==> config.mk <==
export PLATFORM = sky130hd
export DESIGN_NAME = mem_cmd_queue_flat
export DESIGN_NICKNAME = d
export VERILOG_FILES = /design/src/rtl/mem_ctrl_pkg.sv /design/src/rtl/mem_cmd_queue_if.sv /design/src/rtl/sync_fifo.sv /design/src/rtl/mem_cmd_queue.sv /design/src/flat_wrapper.sv
export SDC_FILE = /design/constraint.sdc
export NUM_CORES = 1
export LEC_CHECK = 0
export CAP_MARGIN = 40
export CORE_UTILIZATION = 40
export CTS_CLUSTER_SIZE = 12
export DETAILED_ROUTE_END_ITERATION = 7
export GPL_TIMING_DRIVEN = 0
export SYNTH_ARGS = -nofsm -noshare
export SYNTH_HDL_FRONTEND = slang
export SYNTH_SLANG_ARGS = --single-unit
==> constraint.sdc <==
create_clock -name clk -period 4 [get_ports clk]
set_input_delay 1 -clock clk [delete_from_list [all_inputs] [get_ports clk]]
set_output_delay 1 -clock clk [all_outputs]
set_load 0.03 [all_outputs]
==> src/rtl/mem_ctrl_pkg.sv <==
// mem_ctrl_pkg: shared widths and request record for the memory controller front-end.
package mem_ctrl_pkg;
    localparam int MEM_AW = 8;
    localparam int MEM_DW = 8;
    localparam int STAT_W = 16;
    typedef struct packed {
        logic              rd_wr;
        logic [MEM_AW-1:0] addr;
        logic [MEM_DW-1:0] wdata;
    } mem_req_t;
endpackage

==> src/rtl/mem_cmd_queue_if.sv <==
// mem_cmd_queue_if: host request/response handshakes plus the controller command pins.
interface mem_cmd_queue_if #(
    parameter int AW = 8,
    parameter int DW = 8
);
    logic          req_valid;
    logic          req_ready;
    logic          req_rd_wr;
    logic [AW-1:0] req_addr;
    logic [DW-1:0] req_wdata;
    logic          rsp_valid;
    logic          rsp_ready;
    logic [DW-1:0] rsp_data;
    logic          mem_rd_wr;
    logic          mem_rd_wr_valid;
    logic [AW-1:0] mem_addr;
    logic [DW-1:0] mem_wr_data;
    logic [DW-1:0] mem_rd_data;
    modport slave (
        input  req_valid, req_rd_wr, req_addr, req_wdata, rsp_ready, mem_rd_data,
        output req_ready, rsp_valid, rsp_data, mem_rd_wr, mem_rd_wr_valid, mem_addr, mem_wr_data
    );
    modport master (
        output req_valid, req_rd_wr, req_addr, req_wdata, rsp_ready, mem_rd_data,
        input  req_ready, rsp_valid, rsp_data, mem_rd_wr, mem_rd_wr_valid, mem_addr, mem_wr_data
    );
endinterface

==> src/rtl/sync_fifo.sv <==
// sync_fifo: power-of-two FIFO with registered count; head reads as zero while empty.
module sync_fifo #(
    parameter int WIDTH = 8,
    parameter int DEPTH = 4
) (
    input  logic                         clk,
    input  logic                         reset_n,
    input  logic                         push_i,
    input  logic                         pop_i,
    input  logic [WIDTH-1:0]             data_i,
    output logic [WIDTH-1:0]             data_o,
    output logic                         full_o,
    output logic                         empty_o,
    output logic [$clog2(DEPTH+1)-1:0]   count_o
);
    localparam int PW = $clog2(DEPTH);
    localparam int CW = $clog2(DEPTH + 1);

    logic [WIDTH-1:0] mem_q [DEPTH];
    logic [PW-1:0]    wr_ptr_q, rd_ptr_q;
    logic [CW-1:0]    count_q;
    logic             push_ok, pop_ok;

    assign full_o  = count_q == CW'(DEPTH);
    assign empty_o = count_q == '0;
    assign count_o = count_q;
    assign push_ok = push_i && !full_o;
    assign pop_ok  = pop_i && !empty_o;
    assign data_o  = empty_o ? '0 : mem_q[rd_ptr_q];

    // Storage needs no reset: contents are only visible through a valid count.
    always_ff @(posedge clk) begin
        if (push_ok) mem_q[wr_ptr_q] <= data_i;
    end

    // Pointers wrap naturally because DEPTH is a power of two.
    always_ff @(posedge clk or negedge reset_n) begin
        if (!reset_n) begin
            wr_ptr_q <= '0;
            rd_ptr_q <= '0;
            count_q  <= '0;
        end else begin
            wr_ptr_q <= wr_ptr_q + PW'(push_ok);
            rd_ptr_q <= rd_ptr_q + PW'(pop_ok);
            count_q  <= count_q + CW'(push_ok) - CW'(pop_ok);
        end
    end
endmodule

==> src/rtl/mem_cmd_queue.sv <==
// mem_cmd_queue: in-order request queue issuing one command per cycle to the 256x8 controller.
// Define MEM_CMD_QUEUE_STATS_EN to add saturating 16-bit read/write issue counters.
module mem_cmd_queue
    import mem_ctrl_pkg::*;
#(
    parameter int AW        = MEM_AW,
    parameter int DW        = MEM_DW,
    parameter int REQ_DEPTH = 4,
    parameter int RSP_DEPTH = 4
) (
    input  logic               clk,
    input  logic               reset_n,
    mem_cmd_queue_if.slave     bus
`ifdef MEM_CMD_QUEUE_STATS_EN
    ,
    output logic [STAT_W-1:0]  stat_rd_cnt,
    output logic [STAT_W-1:0]  stat_wr_cnt
`endif
);
    localparam int QCW = $clog2(REQ_DEPTH + 1);
    localparam int RCW = $clog2(RSP_DEPTH + 1);

    mem_req_t      req_in, req_head;
    logic          req_full, req_empty, rsp_full, rsp_empty;
    logic [QCW-1:0] req_count;
    logic [RCW-1:0] rsp_count;
    logic          req_push, rsp_pop, issue, issue_rd, capture;
    logic [1:0]    inflight_q, inflight_d, rd_pipe_q, rd_pipe_d;
    logic          mem_valid_q, mem_rd_wr_q;
    logic [AW-1:0] mem_addr_q;
    logic [DW-1:0] mem_wr_data_q;
    logic          unused_flags;

    assign req_in = '{rd_wr: bus.req_rd_wr, addr: MEM_AW'(bus.req_addr), wdata: MEM_DW'(bus.req_wdata)};

    sync_fifo #(.WIDTH($bits(mem_req_t)), .DEPTH(REQ_DEPTH)) u_req_fifo (
        .clk(clk), .reset_n(reset_n), .push_i(req_push), .pop_i(issue),
        .data_i(req_in), .data_o(req_head), .full_o(req_full), .empty_o(req_empty), .count_o(req_count)
    );

    sync_fifo #(.WIDTH(DW), .DEPTH(RSP_DEPTH)) u_rsp_fifo (
        .clk(clk), .reset_n(reset_n), .push_i(capture), .pop_i(rsp_pop),
        .data_i(bus.mem_rd_data), .data_o(bus.rsp_data), .full_o(rsp_full), .empty_o(rsp_empty), .count_o(rsp_count)
    );

    // Reads need a response slot reserved against both stored and in-flight data; same-edge pops are not credited.
    always_comb begin
        req_push   = bus.req_valid && !req_full;
        rsp_pop    = bus.rsp_ready && !rsp_empty;
        issue      = !req_empty && (!req_head.rd_wr || (int'(rsp_count) + int'(inflight_q) < RSP_DEPTH));
        issue_rd   = issue && req_head.rd_wr;
        capture    = rd_pipe_q[1];
        rd_pipe_d  = {rd_pipe_q[0], issue_rd};
        inflight_d = inflight_q + {1'b0, issue_rd} - {1'b0, capture};
    end

    // Command register: address and data hold between issues; capture pipe tracks controller read latency.
    always_ff @(posedge clk or negedge reset_n) begin
        if (!reset_n) begin
            mem_valid_q   <= 1'b0;
            mem_rd_wr_q   <= 1'b0;
            mem_addr_q    <= '0;
            mem_wr_data_q <= '0;
            rd_pipe_q     <= '0;
            inflight_q    <= '0;
        end else begin
            mem_valid_q <= issue;
            rd_pipe_q   <= rd_pipe_d;
            inflight_q  <= inflight_d;
            if (issue) begin
                mem_rd_wr_q   <= req_head.rd_wr;
                mem_addr_q    <= AW'(req_head.addr);
                mem_wr_data_q <= DW'(req_head.wdata);
            end
        end
    end

    assign bus.req_ready       = !req_full;
    assign bus.rsp_valid       = !rsp_empty;
    assign bus.mem_rd_wr_valid = mem_valid_q;
    assign bus.mem_rd_wr       = mem_rd_wr_q;
    assign bus.mem_addr        = mem_addr_q;
    assign bus.mem_wr_data     = mem_wr_data_q;
    assign unused_flags        = ^{req_count, rsp_full};

`ifdef MEM_CMD_QUEUE_STATS_EN
    logic [STAT_W-1:0] stat_rd_q, stat_wr_q;

    // Issue counters stick at all-ones instead of wrapping.
    always_ff @(posedge clk or negedge reset_n) begin
        if (!reset_n) begin
            stat_rd_q <= '0;
            stat_wr_q <= '0;
        end else begin
            if (issue_rd && stat_rd_q != '1) stat_rd_q <= stat_rd_q + STAT_W'(1);
            if (issue && !req_head.rd_wr && stat_wr_q != '1) stat_wr_q <= stat_wr_q + STAT_W'(1);
        end
    end

    assign stat_rd_cnt = stat_rd_q;
    assign stat_wr_cnt = stat_wr_q;
`endif
endmodule
==> src/flat_wrapper.sv <==
// flat-port wrapper written by rule: the top's interface ports become plain ports
module mem_cmd_queue_flat import mem_ctrl_pkg::*;
#(
    parameter int AW        = MEM_AW,
    parameter int DW        = MEM_DW,
    parameter int REQ_DEPTH = 4,
    parameter int RSP_DEPTH = 4
)
  (clk, reset_n, bus_req_valid, bus_req_rd_wr, bus_req_addr, bus_req_wdata, bus_rsp_ready, bus_mem_rd_data, bus_req_ready, bus_rsp_valid, bus_rsp_data, bus_mem_rd_wr, bus_mem_rd_wr_valid, bus_mem_addr, bus_mem_wr_data);
  mem_cmd_queue_if #(.AW(AW), .DW(DW)) bus_i ();
  input  logic clk;
  input  logic reset_n;
  input wire logic [$bits(bus_i.req_valid)-1:0] bus_req_valid;
  input wire logic [$bits(bus_i.req_rd_wr)-1:0] bus_req_rd_wr;
  input wire logic [$bits(bus_i.req_addr)-1:0] bus_req_addr;
  input wire logic [$bits(bus_i.req_wdata)-1:0] bus_req_wdata;
  input wire logic [$bits(bus_i.rsp_ready)-1:0] bus_rsp_ready;
  input wire logic [$bits(bus_i.mem_rd_data)-1:0] bus_mem_rd_data;
  output wire logic [$bits(bus_i.req_ready)-1:0] bus_req_ready;
  output wire logic [$bits(bus_i.rsp_valid)-1:0] bus_rsp_valid;
  output wire logic [$bits(bus_i.rsp_data)-1:0] bus_rsp_data;
  output wire logic [$bits(bus_i.mem_rd_wr)-1:0] bus_mem_rd_wr;
  output wire logic [$bits(bus_i.mem_rd_wr_valid)-1:0] bus_mem_rd_wr_valid;
  output wire logic [$bits(bus_i.mem_addr)-1:0] bus_mem_addr;
  output wire logic [$bits(bus_i.mem_wr_data)-1:0] bus_mem_wr_data;
  assign bus_i.req_valid = bus_req_valid;
  assign bus_i.req_rd_wr = bus_req_rd_wr;
  assign bus_i.req_addr = bus_req_addr;
  assign bus_i.req_wdata = bus_req_wdata;
  assign bus_i.rsp_ready = bus_rsp_ready;
  assign bus_i.mem_rd_data = bus_mem_rd_data;
  assign bus_req_ready = bus_i.req_ready;
  assign bus_rsp_valid = bus_i.rsp_valid;
  assign bus_rsp_data = bus_i.rsp_data;
  assign bus_mem_rd_wr = bus_i.mem_rd_wr;
  assign bus_mem_rd_wr_valid = bus_i.mem_rd_wr_valid;
  assign bus_mem_addr = bus_i.mem_addr;
  assign bus_mem_wr_data = bus_i.mem_wr_data;
  mem_cmd_queue #(.AW(AW), .DW(DW), .REQ_DEPTH(REQ_DEPTH), .RSP_DEPTH(RSP_DEPTH)) u_core (.clk(clk), .reset_n(reset_n), .bus(bus_i));
endmodule
# == Word-level counts from Yosys, hierarchy flattened ==
# Memories as Yosys holds them, arrays and structs flattened.
# Cells that the tools add are included.
# word_totals
register_bits,36
ramBits,100
in_bits,29
output_inout_bits,28
wordCells,50
memories,2
# op_classes
add_sub_neg,11
order_cmp,1
eq_ne,2
mux,6
reduce_logical,16
# mem_list
name,words,width,rd,rd_ports_with_merged_regs,write_ports,line_no,source
u_core.u_req_fifo.mem_q,4,17,1,0,1,sync_fifo.sv:19,logic [WIDTH-1:0] mem_q [DEPTH];
u_core.u_rsp_fifo.mem_q,4,8,1,0,1,sync_fifo.sv:19,
# op_table
cell,count
"32-bit by 4-bit < comparator with 1-bit output, second input constant",1
17-bit two-way mux,1
2-bit by 1-bit adder with 2-bit output,5
1-bit logical AND,8
8-bit two-way mux,1
3-bit by 1-bit adder with 3-bit output,2
"3-bit equality test, second input constant",2
3-bit logical NOT,2
3-bit by 1-bit subtractor with 3-bit output,2
1-bit logical NOT,5
3-bit by 2-bit adder with 4-bit output,1
1-bit two-way mux,4
2-bit by 1-bit subtractor with 2-bit output,1
1-bit logical OR,1

# == Longest topological paths before layout ==
# Gate-level depths: netlist of run 1.
# depth
word_depth,8
mapped_depth,10
depth_no_buf,9

# == Cells and area by module ==
# Synthesis of run 1 repeated with hierarchy kept, for this count alone.
# hier_totals
hier_cells,272
hier_area_um2,5434.0
# by_module_without_submodules
mod,instances,cells_per_inst,area_per_inst_um2,seq_area_each_um2
sync_fifo (u_core.u_req_fifo),1,137,2957.8,2217.1
sync_fifo (u_core.u_rsp_fifo),1,80,1562.7,1136.1
mem_cmd_queue,1,55,913.4,550.5

# == Least setup slack after synthesis of run 1 ==
# No wires, ideal clock.
# synth_path
path_kind,input -> register
startpoint,input port bus_req_valid
endpoint,"memory u_core.u_req_fifo.mem_q[1][0] (netlist name), enable pin"
setup_ps,416
t_arrival_ps,2472
t_required_ps,3584
slack_ps,1112
path_stages,2
n_path_buf,0
path_cell_list,nand2_1 > nor3b_1
# synth_between
elab_chain_cells,4
# synth_lines
item,line_no,source
start: declaration,flat_wrapper.sv:13,input wire logic [$bits(bus_i.req_valid)-1:0] bus_req_valid;
1-bit logical AND,mem_cmd_queue.sv:48,req_push = bus.req_valid && !req_full;
1-bit logical AND,sync_fifo.sv:27,assign push_ok = push_i && !full_o;
1-bit two-way mux,sync_fifo.sv:33,if (push_ok) mem_q[wr_ptr_q] <= data_i;
1-bit two-way mux (implied by the code),sync_fifo.sv:33,
end: declaration,sync_fifo.sv:19,
# No other way between the ends.

# == Final worst setup path of run 1 ==
# layout_path
startpoint,register u_core.u_rsp_fifo.rd_ptr_q[0]
endpoint,output port bus_rsp_data[3]
# layout_between
elab_chain_cells,2
# layout_lines
item,line_no,source
start: declaration,sync_fifo.sv:20,"logic [PW-1:0] wr_ptr_q, rd_ptr_q;"
start signal: assignment,sync_fifo.sv:44,rd_ptr_q <= rd_ptr_q + PW'(pop_ok);
memory 4 x 8 bit,n/a,
8-bit two-way mux,sync_fifo.sv:29,assign data_o = empty_o ? '0 : mem_q[rd_ptr_q];
end: declaration,flat_wrapper.sv:21,output wire logic [$bits(bus_i.rsp_data)-1:0] bus_rsp_data;
# No other way between the ends.

==> summary.md, run 1 <==
| Metric | Value |
|---|---|
| Routed wl met2 | `4580 um` |
| Port Buf Inserts | `56` |
| Final ANT Viol Nets | `0` |
| CP arrival | `2.64 ns` |
| # hold bufs at CTS | `0` |
| Crit end category | `primary output` |
| Largest net degree at the start of global routing | `22` |
| First-pass GRT wire length | `14100 um` |
| Met3 routed WL | `364 um` |
| Max Fclk | `275 MHz` |
| DP HPWL | `5980 um` |
| Crit path kind | `register to primary output` |
| RSZ-0062 raised after global routing | `no` |
| Sequential element share of the synthesized area | `74.1%` |
| Die Span X | `117 um` |
| Area Overhead vs Synth | `29.7%` |
| Initial drt markers | `128` |
| Share of cells above drive strength 1 | `24.9%` |
| Fin crit share | `90.9%` |
| Clock root cell | `clkbuf_16` |
| Final setup violation count | `0` |
| Worst-Margin Slew | `0.820 ns` |
| Hold EP | `u_core.rd_pipe_q[1]` |
| VDD IR-drop max | `334 uV` |
| Hold Path Origin | `u_core.rd_pipe_q[0]` |
| Slew Limit Fails | `0` |
| Gate Count Post-Synth | `250` |
| CTS clk-pin slew, worst paths | `0.06 ns` |
| Hold path cells | `0` |
| CTS H-tree lvls | `4` |
| Top cells by count, synth | `edfxtp_1 (100), dfrtp_1 (36), mux4_2 (19)` |
| Ys flop type | `edfxtp_1` |
| R2r worst-path depth | `10` |
| Initial antenna violation count | `0` |
| 1st-pass router iterations | `4` |
| Cell Pwr Density | `860 nW/um^2` |
| WL/cell | `17.1 um` |
| Crit path max fanout | `8` |
| FFs w/ async S/R, synth | `26.5%` |
| Max cap viols | `0` |
| Gr ovfl total | `0` |
| Period minus WS final | `3.64 ns` |
| CP Launch Type | `register` |
| Synthesis Warnings | `0` |
| Post-CTS setup buffer count | `0` |
| Synthesized flop and latch total | `136` |
| Area leader, netlist | `edfxtp_1` |
| Die height | `117 um` |
| Worst path cell trace | `clkbuf_1, mux4_2, nor2b_1, clkdlybuf4s50_1` |
| Delay of the slowest cell on the worst path | `0.60 ns` |
| Synth top area share | `57.0%` |
| Post_cts resized | `0` |
| Max_slew headroom | `45.2%` |
| Layout Skew | `0.00703 ns` |
| Core Box Area | `12700 um^2` |
| Via density | `4.82` |
| Routed via count | `2514` |
| Static Leakage | `2.50 nW` |
| Synthesized area per cell | `21.1 um^2` |
| DRC Markers | `0` |
| Cell Area, Synth | `5270 um^2` |
| CP max-delay cell | `mux4_2` |
| Worst r2r dst | `u_core.u_req_fifo.count_o[2]` |
| Final net count | `377` |
| Worst r2r src | `u_core.u_req_fifo.rd_ptr_q[1]` |
| Clock sinks | `136` |
| Vias in the first global route | `2664` |
| Outcome | `completed` |
| Largest cells by area after synthesis | `edfxtp_1 (57%), dfrtp_1 (17%), mux4_2 (8.1%)` |
| Total GRT Usage | `14.9%` |
| Cell Rows | `41` |
| Clk Latency, worst-skew pair | `0.41 ns` |
| M1 WL | `3780 um` |
| Count leader, synth | `edfxtp_1` |
| Initial Utilization | `41.4%` |
| Power Total | `5.87 mW` |
| Unique cell type count in the Yosys netlist | `28` |
| Total CTS buffers | `17` |
| Placer Congestion | `0.640` |
| Synth Net Count | `290` |
| Worst Slack Setup Final | `0.363 ns` |
| Pre-CTS setup slack | `0.747 ns` |
| Routed WL | `8910 um` |
| IO Count | `57` |
| Area of the die | `13600 um^2` |
| Final Hold Fails | `0` |
| Req. time, crit path | `3.00 ns` |
| Reg2Reg Setup Slack | `1.02 ns` |
| CTS Buffer Depth | `2` |
| Fill cells | `1080` |
| N_diodes | `0` |
| EDFF count, synth | `100` |
| Highest metal used | `met4` |
| CTS tree | `yes` |
| Worst min path class | `register to register` |
==> area by class of cell <==
class | count | area [um^2] | area share [%]
buffer | 7 | 51.3 | 0.751
clock buffer | 21 | 470 | 6.89
clock inverter | 11 | 169 | 2.47
inverter | 11 | 41.3 | 0.605
multi-input combinational | 96 | 1280 | 18.8
sequential | 136 | 3900 | 57.2
tap | 172 | 215 | 3.15
timing repair buffer | 68 | 693 | 10.2
==> worst max-delay path: cells and delay by family (launching register included) <==
family / cells / cell delay, ns
and+or+nand+nor: 1 / 0.14
DFF: 1 / 0.35
buffers and inverters: 2 / 1.13
muxes: 1 / 0.60
==> kinds of logic (layout without fill, tap and decap cells) <==
kind of cell / after synthesis / in the layout / synth area share, %
adders and majority gates: 11 / 11 / 2.90
and+or+nand+nor: 26 / 26 / 2.99
buffers and inverters: 18 / 118 / 1.76
AOI/OAI and AO/OA: 6 / 6 / 1.12
DFF: 136 / 136 / 74.1
xor gates and xnor gates: 11 / 11 / 1.83
muxes: 42 / 42 / 15.3
==> state kept, by name, summed over array words and instances, names as in the netlist <==
| register | cells |
|---|---|
| u_core.u_req_fifo.mem_q | 68 |
| u_core.u_rsp_fifo.mem_q | 32 |
| u_core.bus.mem_addr | 8 |
| u_core.bus.mem_wr_data | 8 |
| u_core.u_req_fifo.count_o | 3 |
| u_core.u_rsp_fifo.count_o | 3 |
| u_core.inflight_q | 2 |
| u_core.rd_pipe_q | 2 |
| u_core.u_req_fifo.rd_ptr_q | 2 |
| u_core.u_req_fifo.wr_ptr_q | 2 |
| u_core.u_rsp_fifo.rd_ptr_q | 2 |
| u_core.u_rsp_fifo.wr_ptr_q | 2 |
| u_core.bus.mem_rd_wr | 1 |
| u_core.bus.mem_rd_wr_valid | 1 |
==> layout by cell type (no fill, tap or decap), types with 2 or more instances in the layout <==
cell type        Yosys  layout
edfxtp_1           100     100
clkdlybuf4s50_1      0      55
dfrtp_1             36      36
mux4_2              19      19
clkbuf_16            0      17
inv_1               11      11
mux2_2              10      10
nor2b_1              9       9
ha_1                 9       9
buf_6                1       7
xnor2_1              7       7
mux2_4               7       7
mux4_1               6       6
clkbuf_1             4       5
xor2_1               4       4
bufinv_16            0       4
nor3_1               4       3
buf_2                1       3
and3_1               3       3
clkinvlp_4           0       3
clkbuf_8             0       3
buf_4                0       3
and2_1               2       2
a211oi_1             2       2
nand2_1              2       2
nor3b_2              0       2
nor3b_1              4       2
fa_1                 2       2
==> layer usage <==
metal | vias to the layer above | global-route usage [%]
li1 | 1159 | -
met1 | 1284 | 17.6
met2 | 53 | 24.9
met3 | 18 | 4.67
met4 | 0 | 7.09
met5 | - | 0
==> where the power goes <==
part | internal [mW] | switching [mW]
Clock | 1.09 | 0.565
Combinational | 1.08 | 1.05
Sequential | 1.91 | 0.163
==> how the worst max path moves through the flow <==
stage | from | to | slack (ns) | depth (start not counted)
floorplan | bus_req_valid | u_core.u_req_fifo.mem_q[1][0] | 1.11 | 2
global placement | bus_req_valid | u_core.u_req_fifo.mem_q[1][15] | -0.55 | 3
detailed placement | u_core.u_rsp_fifo.rd_ptr_q[0] | bus_rsp_data[3] | 0.75 | 4
CTS | u_core.u_rsp_fifo.rd_ptr_q[0] | bus_rsp_data[3] | 0.28 | 4
global route | u_core.u_rsp_fifo.rd_ptr_q[0] | bus_rsp_data[5] | 0.18 | 4
finish | u_core.u_rsp_fifo.rd_ptr_q[0] | bus_rsp_data[3] | 0.36 | 4
==> stage by stage <==
stage               cell area (um^2)  TNS [ns]  hold WS (ns)  util, %  cells
floorplan                       5270         0         0.331        -    250
global placement                6040    -23.96         0.334     47.5    478
detailed placement              6190         0         0.338     48.6    490
CTS                             6830         0         0.353     53.7    522
global route                    6830         0         0.369     53.7    522
finish                          6830         0         0.352     53.7    522
(Power assumes the default switching activity.)
==> run 2: changes to the inputs <==
Settings changed: CAP_MARGIN 40 to not set, SLEW_MARGIN set to 20.
==> summary.md, run 2 (same netlist as run 1, synthesis figures left out) <==
| Metric | Value |
|---|---|
| Power Total | `5.72 mW (-2.5%)` |
| R2r worst-path depth | `10 (unchanged)` |
| Vias in the first global route | `2635 (-1.1%)` |
| Area Overhead vs Synth | `28.2%` |
| DP HPWL | `5790 um (-3.1%)` |
| Worst Slack Setup Final | `0.320 ns (-0.0424 ns)` |
| Fin crit share | `92.0% (+1.1 points)` |
| WL/cell | `17.1 um (about the same)` |
| Req. time, crit path | `3.00 ns (about the same)` |
| DRC Markers | `0 (unchanged)` |
| Port Buf Inserts | `56 (unchanged)` |
| Final Hold Fails | `0 (unchanged)` |
| Max_slew headroom | `38.5% (-6.7 points)` |
| Clock sinks | `136 (unchanged)` |
| Crit end category | `primary output` |
| Clock root cell | `clkbuf_16` |
| Slew Limit Fails | `0 (unchanged)` |
| Routed WL | `8820 um (-1.0%)` |
| Total GRT Usage | `14.9% (about the same)` |
| Initial drt markers | `128 (unchanged)` |
| Share of cells above drive strength 1 | `24.9% (+0.070 points)` |
| Die height | `117 um (unchanged)` |
| Reg with most FFs | `u_core.u_req_fifo.mem_q` |
| Gr ovfl total | `0 (unchanged)` |
| Post-CTS setup buffer count | `0 (unchanged)` |
| Post-Layout Cell Count | `517 (-0.96%)` |
| Pre-CTS setup slack | `0.689 ns (-0.0584 ns)` |
| Largest net degree at the start of global routing | `22 (unchanged)` |
| Total CTS buffers | `17 (unchanged)` |
| First-pass GRT wire length | `14000 um (-0.59%)` |
| Most common cell after layout, fill and taps aside | `edfxtp_1` |
| CTS clk-pin slew, worst paths | `0.06 ns (about the same)` |
| CP Launch Type | `register` |
| Area of the die | `13600 um^2 (unchanged)` |
| CTS tree | `yes` |
| Period minus WS final | `3.68 ns (+0.0424 ns)` |
| CTS H-tree lvls | `4 (unchanged)` |
| IO Count | `57 (unchanged)` |
| Final ANT Viol Nets | `0 (unchanged)` |
| Worst min path class | `register to register` |
| Clk Latency, worst-skew pair | `0.41 ns (about the same)` |
| Max Fclk | `272 MHz (-1.2%)` |
| Cell Rows | `41 (unchanged)` |
| Initial antenna violation count | `0 (unchanged)` |
| Worst setup endpoint | `bus_rsp_data[3]` |
| N_diodes | `0 (unchanged)` |
| VDD IR-drop max | `334 uV (about the same)` |
| Worst r2r dst | `u_core.u_req_fifo.count_o[2]` |
| Crit path max fanout | `8 (unchanged)` |
| CTS Buffer Depth | `2 (unchanged)` |
| Core Box Area | `12700 um^2 (unchanged)` |
| Die Span X | `117 um (unchanged)` |
| RSZ-0062 raised after global routing | `no` |
| Most frequent cells in the layout | `edfxtp_1 (100), clkdlybuf4s50_1 (55), dfrtp_1 (36), mux4_2 (19), clkbuf_16 (17)` |
| Post_cts resized | `0 (unchanged)` |
| # hold bufs at CTS | `0 (unchanged)` |
| Final net count | `372 (-1.3%)` |
| Reg2Reg Setup Slack | `1.03 ns (about the same)` |
| Static Leakage | `2.45 nW (-2.2%)` |
| Initial Utilization | `41.4% (unchanged)` |
| Placer Congestion | `0.640 (unchanged)` |
| Routed via count | `2493 (-0.84%)` |
| Outcome | `completed` |
| CP arrival | `2.68 ns (+0.04 ns)` |
| Max cap viols | `0 (unchanged)` |
| Largest registers | `u_core.u_req_fifo.mem_q x68, u_core.u_rsp_fifo.mem_q x32` |
| Crit path kind | `register to primary output` |
| Cell Pwr Density | `848 nW/um^2 (-1.4%)` |
| 1st-pass router iterations | `4 (unchanged)` |
| Largest register FFs | `68 (unchanged)` |
| Crit path launch | `u_core.u_rsp_fifo.rd_ptr_q[0]` |
| Worst r2r src | `u_core.u_req_fifo.rd_ptr_q[1]` |
| Via density | `4.82 (+0.12%)` |
| Final setup violation count | `0 (unchanged)` |
| Setup TNS | `0 ns (unchanged)` |
| Layout Skew | `0.00484 ns (-0.00220 ns)` |
| Placed Cells | `485 (-1.0%)` |
| Worst-Margin Slew | `0.923 ns (+0.103 ns)` |
run 2: area by class of cell:
class / instances / area (um^2)
Fill cell: 1080 / 5970
Clock inverter: 12 / 125
Tap cell: 172 / 215
Inverter: 11 / 41.3
Clock buffer: 20 / 457
Sequential cell: 136 / 3900
Multi-Input combinational cell: 96 / 1300
Timing Repair Buffer: 63 / 651
Buffer: 7 / 51.3
run 2: worst min path at each step:
stage	start	endpoint	slack [ns]	cells past startpoint
final	u_core.rd_pipe_q[0]	u_core.rd_pipe_q[1]	0.35	0
after global routing	u_core.rd_pipe_q[0]	u_core.rd_pipe_q[1]	0.37	0
after CTS	u_core.rd_pipe_q[0]	u_core.rd_pipe_q[1]	0.35	0
after detailed placement	u_core.rd_pipe_q[0]	u_core.rd_pipe_q[1]	0.34	0
after global placement	u_core.rd_pipe_q[0]	u_core.rd_pipe_q[1]	0.33	0
after floorplan	u_core.rd_pipe_q[0]	u_core.rd_pipe_q[1]	0.33	0
run 2: worst max-delay path, stage by stage (launching register included):
cell and delay [ns]:
dfrtp_1 0.34, clkbuf_1 0.56, mux4_2 0.61, nor2b_1 0.14, clkdlybuf4s50_1 0.61
run 2: power breakdown:
part / total [mW] / switching (mW) / internal [mW]
Clock: 1.51 / 0.563 / 0.945
Combinational: 2.13 / 1.06 / 1.08
Sequential: 2.08 / 0.169 / 1.91
Total: 5.72 / 1.79 / 3.93
run 2: metrics by stage:
stage	cell area (um^2)	hold slack, ns	util [%]
6_report	6750	0.352	53.0
5_1_grt	6750	0.371	53.0
4_1_cts	6740	0.355	53.0
3_5_place_dp	6160	0.338	48.4
3_3_place_gp	6040	0.334	47.5
2_1_floorplan	5270	0.331	-
run 2: layer usage:
layer  wire length, um  global-route usage (%)  up-vias  part of all wire [%]
li1                  -                       -     1154                     -
met1              3800                    17.9     1263                    43
met3               360                    4.93       15                   4.1
met5                 0                       0        -                     0
met2              4480                    24.2       61                    51
met4               175                    7.43        0                   2.0
==> run 3: changes to the inputs <==
Settings changed: CTS_CLUSTER_SIZE 12 to 30.
==> results of run 3 <==
Same layout as run 2: the final DEF is identical, and so are final timing and power.
